File: src/rtl/voice_mix_scheduler.sv
// Voice mix scheduler: polls synth voices once per audio frame, sums their samples with
// saturation and presents the mix to the I2S transmitter at a fixed frame phase.
`timescale 1ns/1ps
module voice_mix_scheduler #(
    parameter int NUM_VOICES   = 4,
    parameter int FRAME_CYCLES = 1024,
    parameter int UPDATE_PHASE = 512,
    parameter int TIMEOUT      = 64
) (
    input  logic                     clk48m,
    input  logic                     rst,
    input  logic                     enable,
    input  logic [NUM_VOICES-1:0]    voice_mask,
    input  logic [16*NUM_VOICES-1:0] voice_data,
    input  logic [NUM_VOICES-1:0]    ack,
    input  logic                     clear_flags,
    output logic [NUM_VOICES-1:0]    req,
    output logic [15:0]              sample_out,
    output logic                     frame_tick,
    output logic                     busy,
    output logic [NUM_VOICES-1:0]    miss,
    output logic                     overrun
);
    // state | meaning
    // IDLE  | waiting for frame phase 0; also parked when muted or finished
    // SCAN  | evaluate voice idx: skip if masked, otherwise raise req[idx]
    // WAIT  | req[idx] held high until ack or timeout
    // DONE  | saturate accumulator into the pending sample
    typedef enum logic [1:0] {IDLE, SCAN, WAIT, DONE} state_t;

    localparam int PH_W  = (FRAME_CYCLES > 1) ? $clog2(FRAME_CYCLES) : 1;
    localparam int IDX_W = $clog2(NUM_VOICES + 1);
    localparam int WT_W  = $clog2(TIMEOUT + 1);
    localparam int ACC_W = 16 + $clog2(NUM_VOICES) + 1;
    localparam logic signed [ACC_W-1:0] SAT_MAX = ACC_W'(32767);
    localparam logic signed [ACC_W-1:0] SAT_MIN = ACC_W'(-32768);

    state_t                  state_q, state_d;
    logic [PH_W-1:0]         phase_q, phase_d;
    logic [IDX_W-1:0]        idx_q, idx_d;
    logic [WT_W-1:0]         wait_q, wait_d;
    logic signed [ACC_W-1:0] acc_q, acc_d;
    logic [15:0]             pending_q, pending_d;
    logic [15:0]             sample_out_q, sample_out_d;
    logic [NUM_VOICES-1:0]   req_q, req_d;
    logic [NUM_VOICES-1:0]   miss_q, miss_d;
    logic                    overrun_q, overrun_d;
    logic                    frame_tick_q, frame_tick_d;
    logic                    muted_q, muted_d;
    logic                    done_q, done_d;

    logic                    cur_mask, cur_ack;
    logic signed [15:0]      cur_data;
    logic [NUM_VOICES-1:0]   cur_onehot;

    always_comb begin
        cur_mask   = 1'b0;
        cur_ack    = 1'b0;
        cur_data   = '0;
        cur_onehot = '0;
        for (int i = 0; i < NUM_VOICES; i++) begin
            if (idx_q == IDX_W'(i)) begin
                cur_mask      = voice_mask[i];
                cur_ack       = ack[i];
                cur_data      = voice_data[16*i +: 16];
                cur_onehot[i] = 1'b1;
            end
        end
    end

    always_comb begin
        state_d      = state_q;
        phase_d      = (phase_q == PH_W'(FRAME_CYCLES - 1)) ? '0 : phase_q + PH_W'(1);
        idx_d        = idx_q;
        wait_d       = wait_q;
        acc_d        = acc_q;
        pending_d    = pending_q;
        sample_out_d = sample_out_q;
        req_d        = req_q;
        miss_d       = miss_q;
        overrun_d    = overrun_q;
        frame_tick_d = (phase_q == '0);
        muted_d      = muted_q;
        done_d       = done_q;

        // Clear first so that a set in the same cycle wins.
        if (clear_flags) begin
            miss_d    = '0;
            overrun_d = 1'b0;
        end

        case (state_q)
            IDLE: begin
                if (phase_q == '0) begin
                    done_d = 1'b0;
                    if (enable) begin
                        acc_d   = '0;
                        idx_d   = '0;
                        muted_d = 1'b0;
                        state_d = SCAN;
                    end else begin
                        muted_d = 1'b1;
                    end
                end
            end
            SCAN: begin
                if (idx_q == IDX_W'(NUM_VOICES)) begin
                    state_d = DONE;
                end else if (!cur_mask) begin
                    idx_d = idx_q + IDX_W'(1);
                end else begin
                    req_d   = cur_onehot;
                    wait_d  = '0;
                    state_d = WAIT;
                end
            end
            WAIT: begin
                if (cur_ack) begin
                    acc_d   = acc_q + ACC_W'(cur_data);
                    req_d   = '0;
                    idx_d   = idx_q + IDX_W'(1);
                    state_d = SCAN;
                end else if (wait_q == WT_W'(TIMEOUT - 1)) begin
                    req_d   = '0;
                    miss_d  = miss_d | cur_onehot;
                    idx_d   = idx_q + IDX_W'(1);
                    state_d = SCAN;
                end else begin
                    wait_d = wait_q + WT_W'(1);
                end
            end
            DONE: begin
                if (acc_q > SAT_MAX)      pending_d = 16'h7fff;
                else if (acc_q < SAT_MIN) pending_d = 16'h8000;
                else                      pending_d = acc_q[15:0];
                done_d  = 1'b1;
                state_d = IDLE;
            end
            default: state_d = IDLE;
        endcase

        // A sequence still running at the update point is abandoned, not waited for.
        if (phase_q == PH_W'(UPDATE_PHASE)) begin
            if (muted_q) begin
                sample_out_d = '0;
            end else if (state_q != IDLE) begin
                overrun_d = 1'b1;
                req_d     = '0;
                acc_d     = '0;
                state_d   = IDLE;
            end else if (done_q) begin
                sample_out_d = pending_q;
            end
        end
    end

    always_ff @(posedge clk48m or posedge rst) begin
        if (rst) begin
            state_q      <= IDLE;
            phase_q      <= '0;
            idx_q        <= '0;
            wait_q       <= '0;
            acc_q        <= '0;
            pending_q    <= '0;
            sample_out_q <= '0;
            req_q        <= '0;
            miss_q       <= '0;
            overrun_q    <= 1'b0;
            frame_tick_q <= 1'b0;
            muted_q      <= 1'b0;
            done_q       <= 1'b0;
        end else begin
            state_q      <= state_d;
            phase_q      <= phase_d;
            idx_q        <= idx_d;
            wait_q       <= wait_d;
            acc_q        <= acc_d;
            pending_q    <= pending_d;
            sample_out_q <= sample_out_d;
            req_q        <= req_d;
            miss_q       <= miss_d;
            overrun_q    <= overrun_d;
            frame_tick_q <= frame_tick_d;
            muted_q      <= muted_d;
            done_q       <= done_d;
        end
    end

    assign req        = req_q;
    assign sample_out = sample_out_q;
    assign frame_tick = frame_tick_q;
    assign busy       = (state_q != IDLE);
    assign miss       = miss_q;
    assign overrun    = overrun_q;

endmodule

File: config.mk
export PLATFORM = sky130hd
export DESIGN_NAME = voice_mix_scheduler
export DESIGN_NICKNAME = d
export VERILOG_FILES = /design/src/rtl/voice_mix_scheduler.sv
export SDC_FILE = /design/constraint.sdc
export NUM_CORES = 1
export LEC_CHECK = 0
export ABC_CLOCK_PERIOD_IN_PS = 3200
export CAP_MARGIN = 10
export CORE_MARGIN = 4
export CORE_UTILIZATION = 48
export CTS_BUF_LIST = sky130_fd_sc_hd__clkbuf_16
export DETAILED_ROUTE_END_ITERATION = 8
export PLACE_DENSITY = 0.78
export SYNTH_ARGS = -nofsm -noshare
export SYNTH_HDL_FRONTEND = slang
export SYNTH_SLANG_ARGS = --single-unit
File: constraint.sdc
create_clock -name clk48m -period 3.2 [get_ports clk48m]
set_input_delay 0.32 -clock clk48m [delete_from_list [all_inputs] [get_ports clk48m]]
set_output_delay 0.32 -clock clk48m [all_outputs]
set_load 0.1 [all_outputs]
==> results of run 1 <==
-- worst register-to-register path, stage by stage (launching register included) --
cell and delay (ps):
dfrtp_1 410, buf_6 130, ha_4 160, nor2_4 130
buf_6 110, a22oi_2 60, nand2_1 60, o21ai_1 60
o21ai_1 140, ha_2 210, inv_2 40, fa_2 360
nor2b_4 150, o2111ai_4 160, a211oi_4 300, o311ai_4 150
a21o_1 220, a21bo_2 200, o211ai_1 80
-- per-layer routing --
layer,up-vias,GRT usage [%],share of wire (%)
li1,2497,-,-
met1,2375,28.7,44
met2,184,36.7,47
met3,25,5.35,6.8
met4,0,6.49,1.5
met5,-,0,0
-- worst max path at each step --
| stage | cells after the start | startpoint | endpoint |
|---|---|---|---|
| finish | 18 | idx_q[0] | acc_q[18] |
| global route | 18 | idx_q[1] | acc_q[18] |
| CTS | 18 | idx_q[1] | acc_q[18] |
| detailed placement | 17 | idx_q[0] | acc_q[18] |
| global placement | 17 | idx_q[1] | acc_q[18] |
| floorplan | 18 | idx_q[0] | acc_q[17] |
-- power by group through the flow --
| stage | Combinational, uW | Clock (uW) | Sequential, uW |
|---|---|---|---|
| floorplan | 2410 | 0 | 1560 |
| finish | 4290 | 1110 | 1510 |
| CTS | 3940 | 1130 | 1510 |
| global placement | 3660 | 0 | 1520 |
| global route | 4720 | 1190 | 1540 |
| detailed placement | 3750 | 0 | 1520 |
-- sequential cells by signal, summed over array words and instances (netlist names) --
| name | flops |
|---|---|
| state_q | 2 |
| req | 4 |
| sample_out | 16 |
| miss | 4 |
| done_q | 1 |
| overrun | 1 |
| muted_q | 1 |
| frame_tick | 1 |
| idx_q | 3 |
| phase_q | 10 |
| wait_q | 7 |
| pending_q | 16 |
| acc_q | 19 |
-- what timing repair did --
| action | in CTS | in global routing |
|---|---|---|
| endpoints found under the setup margin | 8 | 13 |
| cloned | 0 | 1 |
| pin swaps | 17 | 22 |
| hold buffers | 0 | 0 |
| setup buffers | 6 | 6 |
| gates resized for setup | 30 | 42 |
-- per-stage QoR --
step / util (%) / setup slack, ps
2_1_floorplan: - / 0.851
3_3_place_gp: 64.5 / -124
3_5_place_dp: 64.5 / -217
4_1_cts: 68.9 / -25.7
5_1_grt: 70.5 / -217
6_report: 70.5 / -15.2
-- area by class of cell --
type                            instances  area, sq um
Fill cell                             801         3100
Multi-Input combinational cell        464         3070
Sequential cell                        85         2130
Timing Repair Buffer                  169         1570
Clock buffer                            9          225
Tap cell                              136          170
Inverter                               39          148
Clock inverter                          7         96.3
-- cells in the mapped netlist (all sizes together), types with 3 or more instances --
master / count
xor2: 13
o211ai: 3
a22oi: 21
a22o: 5
buf: 5
nand3: 16
and3: 5
o31ai: 16
nor2b: 6
and2: 5
o22ai: 16
dfrtp: 85
inv: 39
a32o: 4
nand4: 3
xnor2: 8
or3: 4
nor2: 60
a21oi: 28
nand2b: 5
nand2: 87
o21a: 5
nor3: 15
a21o: 11
ha: 31
mux2i: 4
clkbuf: 23
o2bb2ai: 3
o21ai: 57
a211oi: 4
-- cells by family (layout without fill, tap and decap cells) --
group / count (synthesis) / count (layout) / synth area share, %
DFF: 85 / 85 / 40.4
adders and majority gates: 32 / 32 / 7.74
buffers and inverters: 67 / 224 / 5.20
muxes: 5 / 5 / 0.974
xor gates and xnor gates: 21 / 21 / 3.49
and+or+nand+nor: 217 / 217 / 18.9
AOI/OAI and AO/OA: 189 / 189 / 23.3
==> qor.txt, run 1 <==
Vias per cell: 5.59
Register-to-register setup slack: -20 ps
CTS tree: yes
Power density cells: 934 nW/um^2
Run status: finished, violations left
Initial core utilization: 50.1%
Arrival @ worst endpoint: 3480 ps
Die width: 113 um
Layout cell share with drive strength beyond 1: 17.1%
Routed Antenna Nets: 0
Worst skew pair latency: 340 ps
Core ar.: 10500 sq um
Global route overflow: 0
Cell area after layout: 7410 sq um
Leading area contributor after synthesis: dfrtp_1
DP Cell Count: 881
CP Capture Type: register
Synth top area share: 40.4%
Starting DRT DRC Count: 283
I/O pin count: 103
Finish-stage setup viols: 1
Max Fclk: 311 MHz
R2R Path Start: idx_q[0]
CTS sink cnt: 85
Hold Slack: 365 ps
Setup ws final: -15.2 ps
Post-synth cell types: 60
Max-cap violations: 0
Vias in the first global route: 4980
Fin crit share: 100%
CP max stage cell: dfrtp_1
Most frequent cells in the layout: clkdlybuf4s50_1 (101), nand2_1 (85), dfrtp_1 (85), buf_4 (59), nor2_1 (58)
Relative slew slack: 32.8%
Syn nets: 724
RSZ-0062 raised after global routing: yes
Port bufs: 102
Post-route clock skew: 8.07 ps
Slew Viols, Final: 0
Die Y: 113 um
Clock buffer depth: 2
Largest net degree at the start of global routing: 52
Min cycle time layout: 3220 ps
Final Hold Vio Count: 0
Clock power share: 16.1%
Hold Crit Class: in2async
CP max stage delay: 410 ps
Max Fanout on Critical Path: 3
Post-layout net count: 876
Mapped Area: 5270 sq um
Syn_area_per_cell: 8.55 sq um
Most common cell after layout, fill and taps aside: clkdlybuf4s50_1
Largest cells by area after synthesis: dfrtp_1 (40%), ha_1 (7.4%), nand2_1 (6.2%)
CP cell instances: buf_6 > ha_4 > nor2_4 > buf_6 > a22oi_2 > nand2_1 > o21ai_1 > o21ai_1 > ha_2 > inv_2 > fa_2 > nor2b_4 > o2111ai_4 > a211oi_4 > o311ai_4 > a21o_1 > a21bo_2 > o211ai_1
Final std cells w/o fill: 909
Req. time, crit path: 3460 ps
Layout area overhead: 40.6%
Inserted Clock Buffers: 9
Crit-path leading delay family: compound AO/OA/AOI/OAI gates
Pwr Total: 6920 uW
Core Rows: 37
GPL Wtd Cong: 0.914
CP startpoint kind: register
R2r endpoint: acc_q[18]
#FFs+latches synth: 85
Number of enable flip-flop cells after synthesis: 0
ANT cells: 0
Synth Flop Type: dfrtp_1
Reg clk slew, reported paths: 60 ps
Tot GR Track Use: 22.1%
Reg2Reg Depth: 18
Die area: 12700 sq um
Combinational fraction of design power: 62.0%
Synthesis warning total: 0
Sw Share: 43.1%
First-pass GRT wire length: 23.3 mm
DR vias: 5081
Drt pass-1 iters: 5
Psw: 2980 uW
WL/cell: 15.4 um
Initial antenna violation count: 0
Seq pwr share: 21.9%
Post-synthesis sequential area ratio: 40.4%
DP Area: 6780 sq um
Async set-reset flop share out of synthesis: 100%
CTS H-tree lvls: 3
Failing checks: setup timing
Mapped Cells: 616
Static leakage: 0.00334 uW
Root Buffer: clkbuf_16
Critical path buffer and inverter count: 3
Worst vdd ir: 0.000591 V
Routed WL: 14.0 mm
Slew @ Worst Pin: 1000 ps
Int Pwr: 3940 uW
Critical path type: reg2reg
Setup tns final: -15.2 ps
Hpwl dp: 10.7 mm
# DRC: 0
Power figures use the tool's default switching activity.
==> inputs of run 2 (changes only) <==
--- a/config.mk
+++ b/config.mk
@@ -8,10 +8,10 @@
 export ABC_CLOCK_PERIOD_IN_PS = 3200
 export CAP_MARGIN = 10
 export CORE_MARGIN = 4
-export CORE_UTILIZATION = 48
+export CORE_UTILIZATION = 43
 export CTS_BUF_LIST = sky130_fd_sc_hd__clkbuf_16
 export DETAILED_ROUTE_END_ITERATION = 8
-export PLACE_DENSITY = 0.78
+export PLACE_DENSITY = 0.71
 export SYNTH_ARGS = -nofsm -noshare
 export SYNTH_HDL_FRONTEND = slang
 export SYNTH_SLANG_ARGS = --single-unit
==> run 2 against run 1 <==
The flow still finishes with violations (setup timing). Non-clock buffer count increased by 8. Largest power group unchanged. Critical path type unchanged. First-iteration DRC count up 3.9%. Final area increased by 2.0%.
==> qor.txt, run 2 (synthesis results as in run 1) <==
Run status: finished, violations left
Failing checks: setup timing
CP max stage delay: 420 ps (about the same)
Metal3 WL: 863 um (-9.7%)
Reg clk slew, reported paths: 70 ps (about the same)
Relative slew slack: 33.5% (+0.66 points)
R2r endpoint: acc_q[18]
Die area: 14100 sq um (+11%)
Global route overflow: 0 (unchanged)
Vias in the first global route: 5102 (+2.4%)
Routed WL: 14.5 mm (+3.6%)
Tot GR Track Use: 21.0% (-1.1 points)
Post-route clock skew: 10.5 ps (+2.47 ps)
CP startpoint kind: register
Core Rows: 40 (+8.1%)
Largest net degree at the start of global routing: 49 (-5.8%)
Max Fclk: 299 MHz (-3.9%)
Hold Slack: 392 ps (+27.3 ps)
Fin crit share: 105% (+4.1 points)
Met2 routed WL: 6.82 mm (+3.0%)
CTS tree: yes
R2R Path Start: idx_q[0]
Final Hold Vio Count: 0 (unchanged)
CP max stage cell: dfrtp_1
Power density cells: 940 nW/um^2 (+0.70%)
Arrival @ worst endpoint: 3610 ps (+130 ps)
M1 wire length: 6.45 mm (+4.5%)
GPL Wtd Cong: 0.891 (-2.5%)
First-pass GRT wire length: 24.2 mm (+3.9%)
Root Buffer: clkbuf_16
Layout area overhead: 43.4%
Max FFs per register: 19 (unchanged)
Req. time, crit path: 3460 ps (about the same)
Filler cell count: 1024 (+28%)
Hpwl dp: 11.2 mm (+5.2%)
RSZ-0062 raised after global routing: yes
CTS H-tree lvls: 3 (unchanged)
Reg2Reg Depth: 17 (-1)
Register-to-register setup slack: -150 ps (-130 ps)
Starting DRT DRC Count: 294 (+3.9%)
Initial antenna violation count: 0 (unchanged)
DR vias: 5071 (-0.20%)
Post-layout net count: 884 (+0.91%)
CP cell instances: buf_6 > ha_4 > nor2b_4 > buf_6 > buf_12 > a22oi_2 > nand2_1 > o21ai_0 > o21ai_1 > ha_1 > and4_4 > o2111ai_4 > a211oi_4 > o311ai_4 > a21o_1 > a21bo_2 > o211ai_1
Max-cap violations: 0 (unchanged)
ANT cells: 0 (unchanged)
Hold Crit Class: in2async
Worst vdd ir: 0.000558 V (-5.5%)
Max Fanout on Critical Path: 8 (+5)
Critical path type: reg2reg
Drt pass-1 iters: 4 (-1)
Layout cell share with drive strength beyond 1: 19.8% (+2.8 points)
Most used cell, CP: buf_6
Static leakage: 0.00339 uW (+1.5%)
WL/cell: 15.6 um (+1.5%)
Vias per cell: 5.46 (-2.2%)
CTS sink cnt: 85 (unchanged)
Utilization after layout: 62.9% (-7.6 points)
Die Y: 119 um (+5.3%)
Setup ws final: -146 ps (-130 ps)
Port bufs: 102 (unchanged)
Most common cell after layout, fill and taps aside: clkdlybuf4s50_1
Slew Viols, Final: 0 (unchanged)
Most frequent cells in the layout: clkdlybuf4s50_1 (101), nand2_1 (85), dfrtp_1 (85), buf_4 (70), nor2_1 (58)
Max Used Layer: met4
Setup slack at placement: -309 ps (-92.7 ps)
CP Capture Type: register
Crit path from: idx_q[0]
Clock buffer depth: 2 (unchanged)
Crit path capture: acc_q[18]
Initial core utilization: 43.9% (-6.3 points)
Core ar.: 12000 sq um (+14%)
Slew @ Worst Pin: 994 ps (-9.87 ps)
I/O pin count: 103 (unchanged)
Min cycle time layout: 3350 ps (+130 ps)
Finish-stage setup viols: 4 (+3)
Worst skew pair latency: 360 ps (+20 ps)
Die width: 119 um (+5.3%)
Inserted Clock Buffers: 9 (unchanged)
Largest Register: acc_q
Routed Antenna Nets: 0 (unchanged)
# DRC: 0 (unchanged)
[run 2: changes by cell type in the layout (fill, tap and decap cells not counted), moves of 3 or more]
cell     previous run  this run
a22oi_2             2         8
buf_6               5         2
inv_8               0         4
buf_4              59        70
a22oi_1            19        13
[run 2: how the worst min path moves through the flow]
stage | slack (ps) | to | from
after floorplan | 430 | muted_q | enable
after CTS | 410 | idx_q[2] | rst
after global placement | 460 | sample_out[12] | sample_out[12]
after detailed placement | 470 | sample_out[4] | sample_out[4]
final | 390 | wait_q[6] | rst
after global routing | 450 | acc_q[15] | rst
[run 2: power breakdown]
| group | switching [uW] | leakage [uW] | internal, uW | total, uW |
|---|---|---|---|---|
| combinational | 2450 | 0.00211 | 2100 | 4540 |
| sequential | 204 | 0.00114 | 1320 | 1520 |
| clock | 484 | 0.000148 | 553 | 1040 |
[run 2: area by class of cell]
| class | instances | area, sq um | area share (%) |
|---|---|---|---|
| timing repair buffer | 177 | 1640 | 21.7 |
| clock inverter | 7 | 71.3 | 0.944 |
| tap | 147 | 184 | 2.43 |
| sequential | 85 | 2130 | 28.2 |
| multi-input combinational | 464 | 3160 | 41.8 |
| inverter | 39 | 148 | 1.95 |
| clock buffer | 9 | 225 | 2.98 |
[run 2: through the flow]
step	total power [uW]	std cells	TNS, ps	cell area (sq um)
6_report	7100	928	-317	7550
5_1_grt	7660	928	-2010	7550
2_1_floorplan	3970	616	0	5280
3_5_place_dp	5440	902	-1320	6880
4_1_cts	6800	924	-347	7370
3_3_place_gp	5350	902	-473	6880
[run 2: repair_timing]
item / in CTS / in global routing
pin swaps: 24 / 26
gates resized for setup: 42 / 40
setup buffers: 6 / 4
hold buffers: 0 / 0
setup endpoints to repair: 10 / 12
[run 2: layer usage]
metal  up-vias  track usage, %
met4         0            7.39
met1      2364            27.3
li1       2521               -
met5         -               0
met2       161            34.1
met3        25            5.22
[run 2: worst max-delay path: cells and delay by family (launching register included)]
kind	cells	cell delay, ps
compound gates	9	1420
fa+ha+maj	2	540
buf+inv	3	400
flops	1	420
simple gates	3	450
==> inputs of run 3 (changes only) <==
--- a/config.mk
+++ b/config.mk
@@ -11,7 +11,7 @@
 export CORE_UTILIZATION = 43
 export CTS_BUF_LIST = sky130_fd_sc_hd__clkbuf_16
 export DETAILED_ROUTE_END_ITERATION = 8
-export PLACE_DENSITY = 0.71
+export DONT_BUFFER_PORTS = 1
 export SYNTH_ARGS = -nofsm -noshare
 export SYNTH_HDL_FRONTEND = slang
 export SYNTH_SLANG_ARGS = --single-unit
==> run 3 against run 2 <==
Combinational power fell by 4%. Total power fell by 2.4%. Utilization fell by 8.2 points. Register-to-register slack improved by 140 ps. The run still ends with setup timing left.
==> qor.txt, run 3 (synthesis results as in run 1) <==
Worst skew pair latency: 350 ps (about the same)
WL/cell: 17.0 um (+9.3%)
Slew @ Worst Pin: 987 ps (-7.87 ps)
Global routing met1 resource utilization: 25.2% (-2.1 points)
R2R Path Start: idx_q[0]
Post-route clock skew: 7.93 ps (-2.61 ps)
Vias in the first global route: 4616 (-9.5%)
Max Fanout on Critical Path: 5 (-3)
Final Hold Vio Count: 0 (unchanged)
CP startpoint kind: register
Root Buffer: clkbuf_16
Most frequent cells in the layout: nand2_1 (84), dfrtp_1 (84), buf_4 (76), nor2_1 (56), inv_1 (35)
Power density cells: 1050 nW/um^2 (+12%)
Routed WL: 14.2 mm (-1.7%)
Pwr Total: 6930 uW (-2.4%)
Finish-stage setup viols: 2 (-2)
First-pass GRT wire length: 23.3 mm (-3.4%)
Max-cap violations: 0 (unchanged)
Vias per cell: 5.67 (+3.8%)
R2r endpoint: acc_q[17]
# DRC: 0 (unchanged)
CTS tree: yes
Static leakage: 0.00303 uW (-11%)
Worst vdd ir: 0.000514 V (-8.0%)
Slew Viols, Final: 0 (unchanged)
Die Y: 119 um (unchanged)
Fin crit share: 100% (-4.5 points)
Drt pass-1 iters: 5 (+1)
Setup ws final: -1.41 ps (+144 ps)
Arrival @ worst endpoint: 3430 ps (-180 ps)
Layout cell share with drive strength beyond 1: 22.7% (+2.9 points)
M2 GR Usage: 35.8% (+1.7 points)
Initial antenna violation count: 0 (unchanged)
Run status: finished, violations left
Hold Slack: 29.7 ps (-363 ps)
CTS sink cnt: 85 (unchanged)
CTS Hold Buffers Added: 0 (unchanged)
Core Rows: 40 (unchanged)
Min cycle time layout: 3200 ps (-144 ps)
GR Util met3: 4.11% (-1.1 points)
Die width: 119 um (unchanged)
CTS H-tree lvls: 3 (unchanged)
Core ar.: 12000 sq um (unchanged)
Largest net degree at the start of global routing: 54 (+10%)
Failing checks: setup timing
Layout area overhead: 24.8%
CP Capture Type: register
DR vias: 4732 (-6.7%)
Hold Crit Class: in2async
I/O pin count: 103 (unchanged)
Routed Antenna Nets: 0 (unchanged)
Critical path type: reg2reg
Reg2Reg Depth: 19 (+2)
Clock buffer depth: 2 (unchanged)
RSZ-0062 raised after global routing: yes
Hpwl dp: 10.8 mm (-3.9%)
Die area: 14100 sq um (unchanged)
Setup slack at placement: -205 ps (+104 ps)
Max FFs per register: 19 (unchanged)
Reg clk slew, reported paths: 60 ps (about the same)
Port bufs: 0 (-100%)
Starting DRT DRC Count: 320 (+8.8%)
Filler cell count: 1148 (+12%)
Initial core utilization: 43.9% (unchanged)
GPL Wtd Cong: 0.892 (about the same)
Register-to-register setup slack: -1 ps (+140 ps)
Tot GR Track Use: 20.3% (-0.68 points)
Relative slew slack: 34.0% (+0.49 points)
Inserted Clock Buffers: 9 (unchanged)
Global route overflow: 0 (unchanged)
Max Fclk: 312 MHz (+4.5%)
Req. time, crit path: 3430 ps (-30 ps)
Post-layout net count: 791 (-11%)
ANT cells: 0 (unchanged)
GRT busiest layer: met2
Largest Register: acc_q
run 3: cell count changes in the layout (fill, tap and decap cells not counted), moves of 3 or more:
| cell | before | now |
|---|---|---|
| inv_8 | 4 | 0 |
| o21ai_2 | 6 | 2 |
| ha_4 | 4 | 8 |
| o21ai_0 | 36 | 33 |
| a22oi_2 | 8 | 3 |
| a22oi_1 | 13 | 18 |
| clkdlybuf4s50_1 | 101 | 0 |
| o21ai_1 | 15 | 22 |
| buf_6 | 2 | 5 |
| buf_4 | 70 | 76 |
run 3: through the flow:
step	TNS, ps	utilization (%)	instance area [sq um]	std cells
2_1_floorplan	0	-	5280	616
3_3_place_gp	-634	49.2	5910	809
3_5_place_dp	-860	49.2	5910	809
4_1_cts	-229	52.7	6330	826
5_1_grt	-1140	54.7	6570	834
6_report	-1.87	54.7	6570	834
run 3: timing repair:
action	4_1_cts	5_1_grt
gates resized for setup	37	49
pin swaps	8	23
endpoints found under the setup margin	9	12
gates cloned	0	2
buffers inserted	2	6
run 3: critical path, stage by stage (launching register included):
cell     delay (ps)
dfrtp_2         450
inv_2            90
ha_4            140
nand2_4          50
nor2_4          150
buf_4           140
buf_6           100
a22oi_1          80
nand2_1          60
o21ai_0          80
o21ai_1         170
buf_4           150
ha_4            210
nand3_2          80
nor2_1           60
or3_1           350
a41oi_1         220
o31ai_1         110
xor2_1          170
a22o_1          210
run 3: how the worst max path moves through the flow:
stage	start	to	slack [ps]	cells past startpoint
final	idx_q[0]	acc_q[17]	-1	19
after global routing	idx_q[0]	acc_q[18]	-220	18
after CTS	idx_q[0]	acc_q[18]	-90	19
after floorplan	idx_q[0]	acc_q[17]	0.9	18
after detailed placement	idx_q[0]	acc_q[18]	-200	18
after global placement	idx_q[0]	acc_q[18]	-190	18
run 3: per-layer routing:
metal / share of wire [%] / wire [um] / up-vias
met1: 42 / 6010 / 2302
met5: 0 / 0 / -
met3: 3.8 / 545 / 17
met2: 52 / 7440 / 77
met4: 1.6 / 229 / 0
li1: - / - / 2336
run 3: final cells by class:
| type | count | area (sq um) | share of cell area [%] |
|---|---|---|---|
| Clock inverter | 6 | 38.8 | 0.590 |
| Multi-Input combinational cell | 464 | 3160 | 48.0 |
| Timing Repair Buffer | 84 | 692 | 10.5 |
| Clock buffer | 9 | 225 | 3.43 |
| Sequential cell | 85 | 2130 | 32.4 |
| Tap cell | 147 | 184 | 2.80 |
| Inverter | 39 | 148 | 2.25 |
run 3: power breakdown:
| group | leakage [uW] | internal, uW | switching (uW) |
|---|---|---|---|
| clock | 0.000129 | 519 | 427 |
| sequential | 0.00114 | 1320 | 317 |
| combinational | 0.00177 | 2070 | 2280 |
